$ cat config.mk
export PLATFORM = sky130hd
export DESIGN_NAME = mac_operand_packer
export DESIGN_NICKNAME = d
export VERILOG_FILES = /design/src/rtl/mac_operand_packer.sv
export SDC_FILE = /design/constraint.sdc
export NUM_CORES = 1
export LEC_CHECK = 0
export ABC_AREA = 1
export CAP_MARGIN = 10
export CORE_MARGIN = 2
export CORE_UTILIZATION = 48
export CTS_BUF_LIST = sky130_fd_sc_hd__clkbuf_16
export DETAILED_ROUTE_END_ITERATION = 16
export GPL_TIMING_DRIVEN = 0
export PLACE_DENSITY = 0.84
export REMOVE_ABC_BUFFERS = 1
export SLEW_MARGIN = 20
export SYNTH_ARGS = -nofsm -noshare
export SYNTH_HDL_FRONTEND = slang
export SYNTH_SLANG_ARGS = --single-unit
$ cat constraint.sdc
create_clock -name clk -period 2.2 [get_ports clk]
set_input_delay 0.55 -clock clk [delete_from_list [all_inputs] [get_ports clk]]
set_output_delay 0.55 -clock clk [all_outputs]
set_load 0.01 [all_outputs]
$ cat src/rtl/mac_operand_packer.sv
// mac_operand_packer: joins weight/activation streams, prefixes each filter
// packet with a bias beat and emits framed beats through a 2-entry FIFO.
module mac_operand_packer #(
    parameter int DW          = 8,
    parameter int IDW         = 8,
    parameter int UDW         = 1,
    parameter int FILTER_SIZE = 25,
    parameter int BIAS_EN     = 1
) (
    input  logic              clk,
    input  logic              rstn,
    input  logic [DW-1:0]     wt_saxis_tdata,
    input  logic              wt_saxis_tvalid,
    output logic              wt_saxis_tready,
    input  logic [DW-1:0]     act_saxis_tdata,
    input  logic              act_saxis_tvalid,
    output logic              act_saxis_tready,
    input  logic              act_saxis_tlast,
    input  logic [2*DW-1:0]   bias_saxis_tdata,
    input  logic              bias_saxis_tvalid,
    output logic              bias_saxis_tready,
    output logic [2*DW-1:0]   maxis_tdata,
    output logic              maxis_tvalid,
    input  logic              maxis_tready,
    output logic [UDW-1:0]    maxis_tuser,
    output logic              maxis_tlast,
    output logic [IDW-1:0]    maxis_tid,
    output logic              frame_err
);
    localparam int EW = 2*DW + UDW + 1 + IDW;
    localparam logic [15:0] LAST_IDX = 16'(FILTER_SIZE - 1);

    typedef enum logic {BIAS = 1'b0, OPER = 1'b1} state_t;
    localparam state_t INIT = (BIAS_EN != 0) ? BIAS : OPER;

    state_t        state, state_nxt;
    logic [15:0]   elem_cnt;
    logic [IDW-1:0] pkt_id;
    logic          ferr;

    logic [EW-1:0] mem [2];
    logic [1:0]    count;
    logic          head, tail;

    logic          space, is_last;
    logic          bias_hs, oper_hs, push, pop;
    logic [EW-1:0] push_data, head_q;

    assign space   = (count != 2'd2);
    assign is_last = (elem_cnt == LAST_IDX);
    assign bias_hs = bias_saxis_tready & bias_saxis_tvalid;
    // wt ready already includes act valid, so this is the joint handshake
    assign oper_hs = wt_saxis_tready & wt_saxis_tvalid;
    assign push    = bias_hs | oper_hs;
    assign pop     = maxis_tvalid & maxis_tready;

    always_ff @(posedge clk) begin
        if (!rstn) state <= INIT;
        else       state <= state_nxt;
    end

    always_comb begin
        state_nxt = state;
        unique case (state)
            BIAS: if (bias_hs) state_nxt = OPER;
            OPER: if (oper_hs && is_last && BIAS_EN != 0) state_nxt = BIAS;
            default: state_nxt = INIT;
        endcase
    end

    always_comb begin
        bias_saxis_tready = 1'b0;
        wt_saxis_tready   = 1'b0;
        act_saxis_tready  = 1'b0;
        if (rstn) begin
            unique case (state)
                BIAS: bias_saxis_tready = (BIAS_EN != 0) && space;
                OPER: begin
                    wt_saxis_tready  = act_saxis_tvalid & space;
                    act_saxis_tready = wt_saxis_tvalid & space;
                end
                default: ;
            endcase
        end
    end

    always_ff @(posedge clk) begin
        if (!rstn) begin
            elem_cnt <= '0;
            pkt_id   <= '0;
            ferr     <= 1'b0;
        end else if (oper_hs) begin
            if (act_saxis_tlast != is_last) ferr <= 1'b1;
            if (is_last) begin
                elem_cnt <= '0;
                pkt_id   <= pkt_id + IDW'(1);
            end else begin
                elem_cnt <= elem_cnt + 16'd1;
            end
        end
    end

    always_comb begin
        if (oper_hs)
            push_data = {wt_saxis_tdata, act_saxis_tdata,
                         {UDW{1'b1}}, is_last, pkt_id};
        else
            push_data = {bias_saxis_tdata, {UDW{1'b0}}, 1'b0, pkt_id};
    end

    always_ff @(posedge clk) begin
        if (!rstn) begin
            mem[0] <= '0;
            mem[1] <= '0;
            count  <= '0;
            head   <= 1'b0;
            tail   <= 1'b0;
        end else begin
            if (push) begin
                mem[tail] <= push_data;
                tail      <= ~tail;
            end
            if (pop) head <= ~head;
            count <= count + {1'b0, push} - {1'b0, pop};
        end
    end

    assign head_q       = mem[head];
    assign maxis_tvalid = rstn && (count != 2'd0);
    assign maxis_tdata  = rstn ? head_q[EW-1 -: 2*DW] : '0;
    assign maxis_tuser  = rstn ? head_q[IDW+1 +: UDW] : '0;
    assign maxis_tlast  = rstn & head_q[IDW];
    assign maxis_tid    = rstn ? head_q[IDW-1:0] : '0;
    assign frame_err    = rstn & ferr;
endmodule

# After elaboration in Yosys (flattened, before gate mapping)
# Memories as Yosys holds them, arrays and structs flattened. A register that Yosys moved wholly into a read port is not among the register bits.
# Cells that the tools add are included.
[op_classes]
n_addsub = 4
eq_ne = 3
n_mux = 23
bitwise_logic = 11
reduce_logical = 6
[ops]
columns = ["operator", "n"]
rows = [
  ["$mux W26", 2],
  ["$mux W16", 2],
  ["$reduce_or A26 Y1", 1],
  ["$mux W1", 17],
  ["$add A16 B1 Y16 const B", 1],
  ["$eq A16 B5 Y1 const B", 1],
  ["$add A8 B1 Y8 const B", 1],
  ["$mux W8", 1],
  ["$and A1 B1 Y1", 7],
  ["$reduce_and A2 Y1", 2],
  ["$not A1 Y1", 3],
  ["$add A2 B1 Y2", 1],
  ["$logic_and A1 B1 Y1", 2],
  ["$ne A2 B2 Y1 const B", 1],
  ["$pmux W1 S2", 1],
  ["$reduce_bool A2 Y1", 1],
  ["$sub A2 B1 Y2", 1],
  ["$ne A1 B1 Y1", 1],
  ["$or A1 B1 Y1", 1],
]
[word_totals]
regBits = 30
ramBits = 52
in_bits = 39
out_inout_bits = 31
wordCells = 55
memories = 1
[memory_table]
columns = ["name", "depth", "width", "read_ports", "rd_ports_with_merged_regs", "write_ports", "line", "rtl"]
rows = [
  ["mem", 2, 26, 1, 1, 2, "41", "logic [EW-1:0] mem [2];"],
]

# Longest topological paths before layout
# Gate-level depths: netlist of run 1.
[logic_depth]
depth_word = 11
mapped_depth = 10
depth_no_buf = 10

# Worst setup path before layout of run 1
# No wires, ideal clock.
[synth_timing]
kind = "input to register"
start = "in wt_saxis_tvalid"
end = "mem mem[0][0] in the netlist's numbering (enable)"
setup_time_ns = 0.383
arrival_ns = 1.760
required_time_ns = 1.817
slack_ns = 0.057
stages = 7
n_path_buf = 1
path_cell_list = "nand3_4 > inv_2 > nand3_4 > nand2_4 > nand2_4 > buf_2 > nand2_1"
[synth_rtl]
columns = ["item", "line", "rtl"]
rows = [
  ["start: declaration", "13", "input logic wt_saxis_tvalid,"],
  ["end: declaration", "41", ""],
]

# Final worst setup path of run 1
[layout_timing]
start = "in rstn"
end = "out maxis_tvalid"
[layout_via]
elab_chain_cells = 1
[layout_rtl]
columns = ["item", "line", "rtl"]
rows = [
  ["start: declaration", "11", "input logic rstn,"],
  ["$logic_and A1 B1 Y1", "129", "assign maxis_tvalid = rstn && (count != 2'd0);"],
  ["end: declaration", "23", "output logic maxis_tvalid,"],
]
# No other way between the ends.

==> results of run 1 <==
[worst max-delay path, delay by kind of cell]
| kind | cells | cell delay, ns |
|---|---|---|
| buf+inv | 3 | 0.88 |
| simple gates | 1 | 0.13 |
[synth_stat cells, types with 6 or more instances]
master    count  area share
inv_1        36       0.032
nand2_1      73       0.065
edfxtp_1     52        0.37
xor2_1        6       0.012
a21oi_1      17       0.020
nand3_1      23       0.027
dfxtp_1      31        0.15
mux2i_1      16       0.038
nor2_1      151        0.13
clkbuf_1      8      0.0071
o21ai_0      31       0.037
[placed cells by master, fill, tap and decap left out, drive strengths merged]
cell type and instances:
dlygate4sd2 15, dfxtp 31, and2 1, edfxtp 52
clkdlybuf4s50 39, nand3 28, mux2i 16, nor3 6
nor3b 1, buf 6, inv 43, nand4 6
o21a 2, ha 4, nor2 154, nand2 81
clkbuf 9, a21oi 17, xor2 6, clkinvlp 1
o21ai 36, o21bai 2, dlymetal6s2s 14, xnor2 1
clkinv 3
[layout make-up]
class                           instances  area share
Multi-Input combinational cell        361       0.340
Sequential cell                        83       0.408
Clock buffer                            9      0.0420
Inverter                               40      0.0308
Clock inverter                          7      0.0105
Tap cell                              108      0.0252
Timing Repair Buffer                   74       0.144
[sequential cells by signal, summed over array words and instances (netlist names), named ones only]
register / flops
ferr: 1
state: 1
head: 1
mem: 52
pkt_id: 8
elem_cnt: 16
count: 2
tail: 1
[through the flow]
step / utilization / power (mW)
after global routing: 0.620 / 3.93
after detailed placement: 0.571 / 2.39
after floorplan: - / 2.12
after global placement: 0.572 / 2.37
after CTS: 0.614 / 3.81
final: 0.620 / 3.78
[cell families (layout without fill, tap and decap cells)]
| kind of cell | count (synthesis) | in the layout | synth area share |
|---|---|---|---|
| muxes | 16 | 16 | 0.0379 |
| xor gates and xnor gates | 7 | 7 | 0.0145 |
| and+or+nand+nor | 277 | 277 | 0.287 |
| AOI/OAI and AO/OA | 57 | 57 | 0.0699 |
| adders and majority gates | 4 | 4 | 0.0119 |
| DFF | 83 | 83 | 0.517 |
| buffers and inverters | 59 | 130 | 0.0619 |
[layer usage]
metal / wire (um) / up-vias / global-route usage
met4: 94 / 0 / 0.0491
li1: - / 1779 / -
met5: 0 / - / 0
met1: 3910 / 1709 / 0.233
met3: 544 / 8 / 0.0551
met2: 5010 / 98 / 0.371
[worst paths after layout]
| kind | endpoint | slack, ns | depth (start not counted) |
|---|---|---|---|
| min | ferr$_SDFFE_PN0P_ | 0.47 | 2 |
| min reg2reg | ferr$_SDFFE_PN0P_ | 0.47 | 2 |
| max reg2reg | mem[1][12]$_SDFFCE_PN0P_ | 0.30 | 6 |
| max | maxis_tvalid | 0.06 | 4 |
[power by group]
| part | internal, mW | total [mW] | switching [mW] |
|---|---|---|---|
| Combinational | 0.236 | 0.553 | 0.316 |
| Sequential | 1.77 | 1.82 | 0.0440 |
| Clock | 0.780 | 1.41 | 0.634 |
| Total | 2.79 | 3.78 | 0.995 |
[repair_timing]
item / 4_1_cts / 5_1_grt
setup buffers: 3 / 2
setup endpoints to repair: 111 / 49
pin swaps: 0 / 1
resized for setup: 32 / 16
==> flow_summary.yaml, run 1 <==
global_routing:
  grt_max_degree: 40
  grt_pass1_wl_mm: 15.8
  grt_overflow: 0
  antenna_found_initial: 0
  grt_pass1_vias: 3508
  grtUsageTotal: 0.202
clocking:
  clock_sinks: 83
  clock_latency_ns: 0.33
  numCtsBuffers: 9
  root_buffer: "clkbuf_16"
  clk_path_buf_depth: 2
  cts.clk_slew.worst_paths_ns: 0.06
  cts_tree: "built"
  postCtsHoldBufs: 0
  htreeDepth: 3
placed_design:
  portBuffers: 69
  place_inst: 661
  placement.cell_area_um2: 4930
  pre_cts_ws_ns: -1.15
  gp_congestion: 0.847
  dpl.hpwl_mm: 6.13
floorplan:
  num_rows: 34
  pin_count: 70
  die_area_um2: 9560
  core_area_um2: 8640
  initial_utilization: 0.489
  die_w_um: 97.8
  fp.dieH_um: 97.8
critical_path:
  r2r-start: "count[0]$_SDFF_PN0_"
  cpPeakStageDelay_ns: 0.54
  path_cells: "buf_12, inv_4, nor2_1, clkdlybuf4s50_1"
  path_max_fanout: 39
  slowest_stage: "clkdlybuf4s50_1"
  arrival_ns: 1.59
  cp.required_ns: 1.65
  crit_type: "in2out"
  end_kind: "output pin"
  critPathLaunch: "rstn"
  setup.worst_path.start_class: "input port"
drt:
  firstDrtPassIters: 5
  drc: 0
  avgRoutedWirePerCell_um: 14.0
  drt_wl_total_mm: 9.56
  drt-initial-drc-count: 239
  drtAntennaViolNets: 0
  vias_per_cell: 5.27
  num_vias: 3594
synth:
  ys_seq_area_frac: 0.517
  synth_edf_count: 52
  async_flop_share: 0
  yosys_register_bits: 83
  synthesis.area_um2: 4220
  synth_cell_types: 35
  postSynthAreaPerCell_um2: 8.39
  synth_cells: 503
  ys.flop_type: "edfxtp_1"
  yosys_warnings: 0
layout:
  fill_cells: 692
  antenna_cells: 0
  final_cells: 682
  drive_gt1_frac: 0.0836
  multi_input_area_um2: 1820
  final_area_um2: 5360
  synthToLayoutAreaGrowth_pct: 26.9
  final_nets: 612
  seq_area_um2: 2190
timing:
  fin_crit_sh: 0.971
  whs_ns: 0.469
  relSlewSlack: 0.565
  tightest_slew_ns: 0.653
  slew_viol_final: 0
  rsz0062_at_grt: "true"
  timing.fmax_mhz: 468
  min_period_ns: 2.14
  finalWorstSetupSlack_ns: 0.0647
  fin_skew_ns: 0.00870
  tns_ns: 0
  setup_viol: 0
  hold_viol: 0
run:
  cap_violations: 0
power_and_ir_drop:
  leakage_nw: 2.32
  peakVddDrop_mv: 0.362
  p_per_area_nw_per_um2: 706
outcome:
  status: "complete, no violations"
min_path:
  hp-class: "reg2reg"
  holdCritStartpoint: "ferr$_SDFFE_PN0P_"
No activity file was read; power rests on OpenSTA's default activity.
==> run 2: changes to the inputs <==
Settings changed: ABC_AREA 1 to default, PLACE_DENSITY 0.84 to 0.85.
==> flow_summary.yaml, run 2 <==
layout:
  drive_gt1_frac: 0.123
  final_cells: 551
  antenna_cells: 0
  final_common_cell: "nor2_1"
  synthToLayoutAreaGrowth_pct: 32.5
  top_regs: "mem x52, elem_cnt x16, pkt_id x8"
  largest_register_ffs: 52
  top_register: "mem"
  final_nets: 485
  layout_common_cells: "nor2_1, edfxtp_1, mux2i_1"
synth:
  synthTopCellsByCount: "nor2_1, edfxtp_1, mux2i_1"
  synth_most_common_cell: "nor2_1"
  synthTopCellsByArea: "edfxtp_1, dfxtp_1, mux2i_1, nor2_1, and2_1"
  postSynthAreaPerCell_um2: 10.9
  yosysTopAreaCell: "edfxtp_1"
  async_flop_share: 0
  synth_cells: 361
  ys_seq_area_frac: 0.553
  synth_edf_count: 52
  yosys_register_bits: 83
  synth_cell_types: 43
  synthesis.area_um2: 3950
  yosys_warnings: 0
  ys.flop_type: "edfxtp_1"
  synth_top_area_share: 0.395
timing:
  timing.fmax_mhz: 465
  fin_crit_sh: 0.977
  hold_viol: 0
  slew_viol_final: 0
  min_period_ns: 2.15
  fin_skew_ns: 0.00296
  tightest_slew_ns: 0.754
  setup_viol: 0
  rsz0062_at_grt: "false"
  tns_ns: 0
  relSlewSlack: 0.496
  finalWorstSetupSlack_ns: 0.0514
min_path:
  hp-class: "reg2reg"
  holdCritStartpoint: "head$_SDFFE_PN0P_"
critical_path:
  end_kind: "output pin"
  path_buf_inv: 2
  crit_type: "reg2out"
  setup.worst_path.start_class: "flop"
  cpPeakStageDelay_ns: 0.49
  cp_top_family: "buffers and inverters"
  r2r-start: "count[1]$_SDFF_PN0_"
  arrival_ns: 1.60
  path_cells: "buf_6, mux2i_1, nor2_1, clkdlybuf4s50_1"
  path_max_fanout: 4
  cp.required_ns: 1.65
  slowest_stage: "clkdlybuf4s50_1"
outcome:
  status: "complete, no violations"
drt:
  drc: 0
  num_vias: 2959
  avgRoutedWirePerCell_um: 15.9
  drtAntennaViolNets: 0
  firstDrtPassIters: 5
  vias_per_cell: 5.37
  drt-initial-drc-count: 227
  drt_wl_total_mm: 8.74
floorplan:
  fp.dieH_um: 94.7
  die_area_um2: 8970
  die_w_um: 94.7
  core_area_um2: 8090
  num_rows: 33
  pin_count: 70
  initial_utilization: 0.488
power_and_ir_drop:
  leakage_nw: 2.09
  peakVddDrop_mv: 0.644
  p_per_area_nw_per_um2: 733
global_routing:
  antenna_found_initial: 0
  grt_pass1_vias: 2921
  grtUsageTotal: 0.208
  grt_pass1_wl_mm: 14.0
  grt_overflow: 0
  grt_max_degree: 38
placed_design:
  place_inst: 520
  portBuffers: 69
  dpl.hpwl_mm: 5.08
  pre_cts_ws_ns: -2.22
  gp_congestion: 0.878
clocking:
  clk_path_buf_depth: 2
  clock_sinks: 83
  cts_tree: "built"
  numCtsBuffers: 9
  cts.clk_slew.worst_paths_ns: 0.05
  clock_latency_ns: 0.33
  htreeDepth: 3
  root_buffer: "clkbuf_16"
run:
  cap_violations: 0
run 2: kinds of logic (layout without fill, tap and decap cells):
logic type / after synthesis / after routing / synth area share
buffers and inverters: 21 / 102 / 0.0295
XOR/XNOR: 20 / 20 / 0.0444
adder cells (fa/ha/maj): 4 / 4 / 0.0127
AO/OA/AOI/OAI: 17 / 17 / 0.0260
flip-flops: 83 / 83 / 0.553
multiplexers: 44 / 44 / 0.112
AND/OR/NAND/NOR: 172 / 176 / 0.223
run 2: report_power, final:
group,leakage [nW],internal [mW],switching (mW)
Clock,0.139,0.862,0.556
Combinational,1.16,0.287,0.311
Sequential,0.794,1.76,0.0536
run 2: area by class of cell:
| class | instances | area [um^2] |
|---|---|---|
| Fill cell | 625 | 2860 |
| Clock buffer | 9 | 225 |
| Multi-Input combinational cell | 261 | 1780 |
| Tap cell | 105 | 131 |
| Clock inverter | 6 | 57.6 |
| Sequential cell | 83 | 2190 |
| Timing Repair Buffer | 82 | 827 |
| Inverter | 5 | 26.3 |
run 2: layer usage:
metal,global-route usage,share of wire,routed length (um),vias to the layer above
li1,-,-,-,1427
met1,0.238,0.40,3510,1387
met2,0.359,0.49,4280,127
met3,0.0694,0.085,742,18
met4,0.0821,0.024,213,0
met5,0,0,0,-
run 2: stage by stage:
step | hold WS (ns) | cell area [um^2] | util | power (mW)
final | 0.508 | 5230 | 0.647 | 3.83
after global placement | 0.474 | 4670 | 0.577 | 2.35
after detailed placement | 0.491 | 4700 | 0.580 | 2.37
after global routing | 0.547 | 5230 | 0.647 | 3.99
after CTS | 0.505 | 5150 | 0.636 | 3.82
after floorplan | 0.454 | 3850 | - | 2.11
run 2: worst paths after layout:
check | to | slack, ns | depth (start not counted)
setup / recovery | maxis_tdata[15] | 0.05 | 4
hold / removal | head$_SDFFE_PN0P_ | 0.51 | 2
setup reg to reg | mem[1][2]$_SDFFCE_PN0P_ | 0.33 | 6
hold reg to reg | head$_SDFFE_PN0P_ | 0.51 | 2
run 2: timing repair:
action,in CTS,in global routing
endpoints found under the setup margin,165,85
gates cloned,4,2
hold buffers,0,0
setup buffers,5,5
gates resized for setup,56,4
hold endpoints to repair,0,0
pin swaps,3,1
run 2: worst reg2reg max path, stage by stage (launching register included):
cell	delay, ns
dfxtp_1	0.35
nor2b_4	0.32
nor3_4	0.08
buf_4	0.15
a21oi_1	0.36
nor2_2	0.17
and2_1	0.20
==> run 3: changes to the inputs <==
Settings changed: SLEW_MARGIN 20 to default.
==> flow_summary.yaml, run 3 (same netlist as run 2, synthesis figures left out) <==
power_and_ir_drop:
  swShare: 0.232
  clockPowerShare: 0.413
  p_per_area_nw_per_um2: 772
  leakage_nw: 2.33
  pwr-share-seq: 0.443
  p_int_mw: 3.15
  peakVddDrop_mv: 0.617
  total_power_mw: 4.10
  p_sw_mw: 0.953
  pwr-share-comb: 0.144
drt:
  firstDrtPassIters: 5
  drt_wl_total_mm: 8.89
  avgRoutedWirePerCell_um: 16.2
  num_vias: 2945
  drc: 0
  drtAntennaViolNets: 0
  drt-initial-drc-count: 132
  vias_per_cell: 5.35
critical_path:
  path_max_fanout: 20
  r2r-start: "count[0]$_SDFF_PN0_"
  cp.required_ns: 2.24
  cp_top_family: "simple AND/OR/NAND/NOR gates"
  end_kind: "flop"
  slowest_stage: "clkdlybuf4s50_1"
  setup.worst_path.start_class: "input port"
  crit_type: "in2reg"
  critPathLaunch: "wt_saxis_tvalid"
  arrival_ns: 2.16
  path_cells: "clkdlybuf4s50_1, nand2_2, or3_4, nand2_4, nand2b_4, nand2_8"
  path_buf_inv: 1
  cpPeakStageDelay_ns: 0.51
  r2r_slack_ns: 0.25
run:
  cap_violations: 0
global_routing:
  grt_pass1_wl_mm: 14.7
  grt_max_degree: 38
  grt_overflow: 0
  antenna_found_initial: 0
  grtUsageTotal: 0.219
  grt_pass1_vias: 3002
outcome:
  status: "complete, no violations"
floorplan:
  fp.dieH_um: 94.7
  num_rows: 33
  die_w_um: 94.7
  core_area_um2: 8090
  die_area_um2: 8970
  pin_count: 70
  initial_utilization: 0.488
min_path:
  holdCritStartpoint: "elem_cnt[11]$_SDFFE_PN0N_"
  hp-class: "reg2reg"
clocking:
  clk_path_buf_depth: 2
  htreeDepth: 3
  clock_latency_ns: 0.34
  numCtsBuffers: 9
  clock_sinks: 83
  root_buffer: "clkbuf_16"
  cts.clk_slew.worst_paths_ns: 0.06
  postCtsHoldBufs: 0
  cts_tree: "built"
layout:
  top_regs: "mem x52, elem_cnt x16, pkt_id x8"
  synthToLayoutAreaGrowth_pct: 34.6
  final_common_cell: "nor2_1"
  final_nets: 483
  largest_register_ffs: 52
  fin_util: 0.657
  final_cells: 550
  drive_gt1_frac: 0.124
  antenna_cells: 0
  top_register: "mem"
  layout_common_cells: "nor2_1, edfxtp_1, mux2i_1"
timing:
  tns_ns: 0
  relSlewSlack: 0.494
  fin_crit_sh: 0.966
  min_period_ns: 2.12
  timing.fmax_mhz: 471
  fin_skew_ns: 0.00802
  hold_viol: 0
  rsz0062_at_grt: "false"
  setup_viol: 0
  slew_viol_final: 0
  tightest_slew_ns: 0.757
placed_design:
  dpl.hpwl_mm: 5.08
  gp_congestion: 0.878
  portBuffers: 69
  place_inst: 519
[run 3: changes by cell type in the layout (fill, tap and decap cells not counted), moves of 2 or more]
cell / previous run / this run
bufinv_16: 1 / 3
clkdlybuf4s50_1: 41 / 38
dlygate4sd2_1: 26 / 11
dlymetal6s2s_1: 1 / 19
inv_6: 0 / 2
[run 3: final cells by class]
type | count | area [um^2]
fillers | 619 | 2780
inverters | 5 | 23.8
multi-input cells | 260 | 1780
well taps | 105 | 131
clock buffers | 9 | 225
repair buffers | 81 | 850
flip-flops and latches | 83 | 2190
clock inverters | 7 | 115
[run 3: metrics by stage]
step	instance area (um^2)	setup WS, ns	hold slack, ns
final	5320	0.0756	0.507
after global routing	5320	0.00691	0.545
after CTS	5230	0.000646	0.505
after detailed placement	4670	-2.41	0.491
after global placement	4670	-2.25	0.474
after floorplan	3850	-0.776	0.454
[run 3: power groups by stage]
stage | clock network [mW] | logic (mW) | registers [mW]
CTS | 1.70 | 0.590 | 1.81
finish | 1.70 | 0.589 | 1.82
detailed placement | 0 | 0.501 | 1.87
floorplan | 0 | 0.267 | 1.85
global route | 1.78 | 0.642 | 1.83
global placement | 0 | 0.491 | 1.86
[run 3: per-layer routing]
layer,track usage,share of wire
met5,0,0
met4,0.0845,0.011
met3,0.0718,0.078
met2,0.372,0.51
met1,0.256,0.40
[run 3: path summary, 6_finish.rpt]
| kind | to | cells past startpoint |
|---|---|---|
| setup / recovery | mem[0][10]$_SDFFCE_PN0P_ | 6 |
| hold / removal | elem_cnt[11]$_SDFFE_PN0N_ | 1 |
| setup reg to reg | elem_cnt[10]$_SDFFE_PN0N_ | 6 |
| hold reg to reg | elem_cnt[11]$_SDFFE_PN0N_ | 1 |
[run 3: what timing repair did]
action | 4_1_cts | 5_1_grt
endpoints found under the setup margin | 165 | 116
pin swaps | 3 | 1
resized for setup | 43 | 23
gates cloned | 3 | 0
buffers inserted | 9 | 3
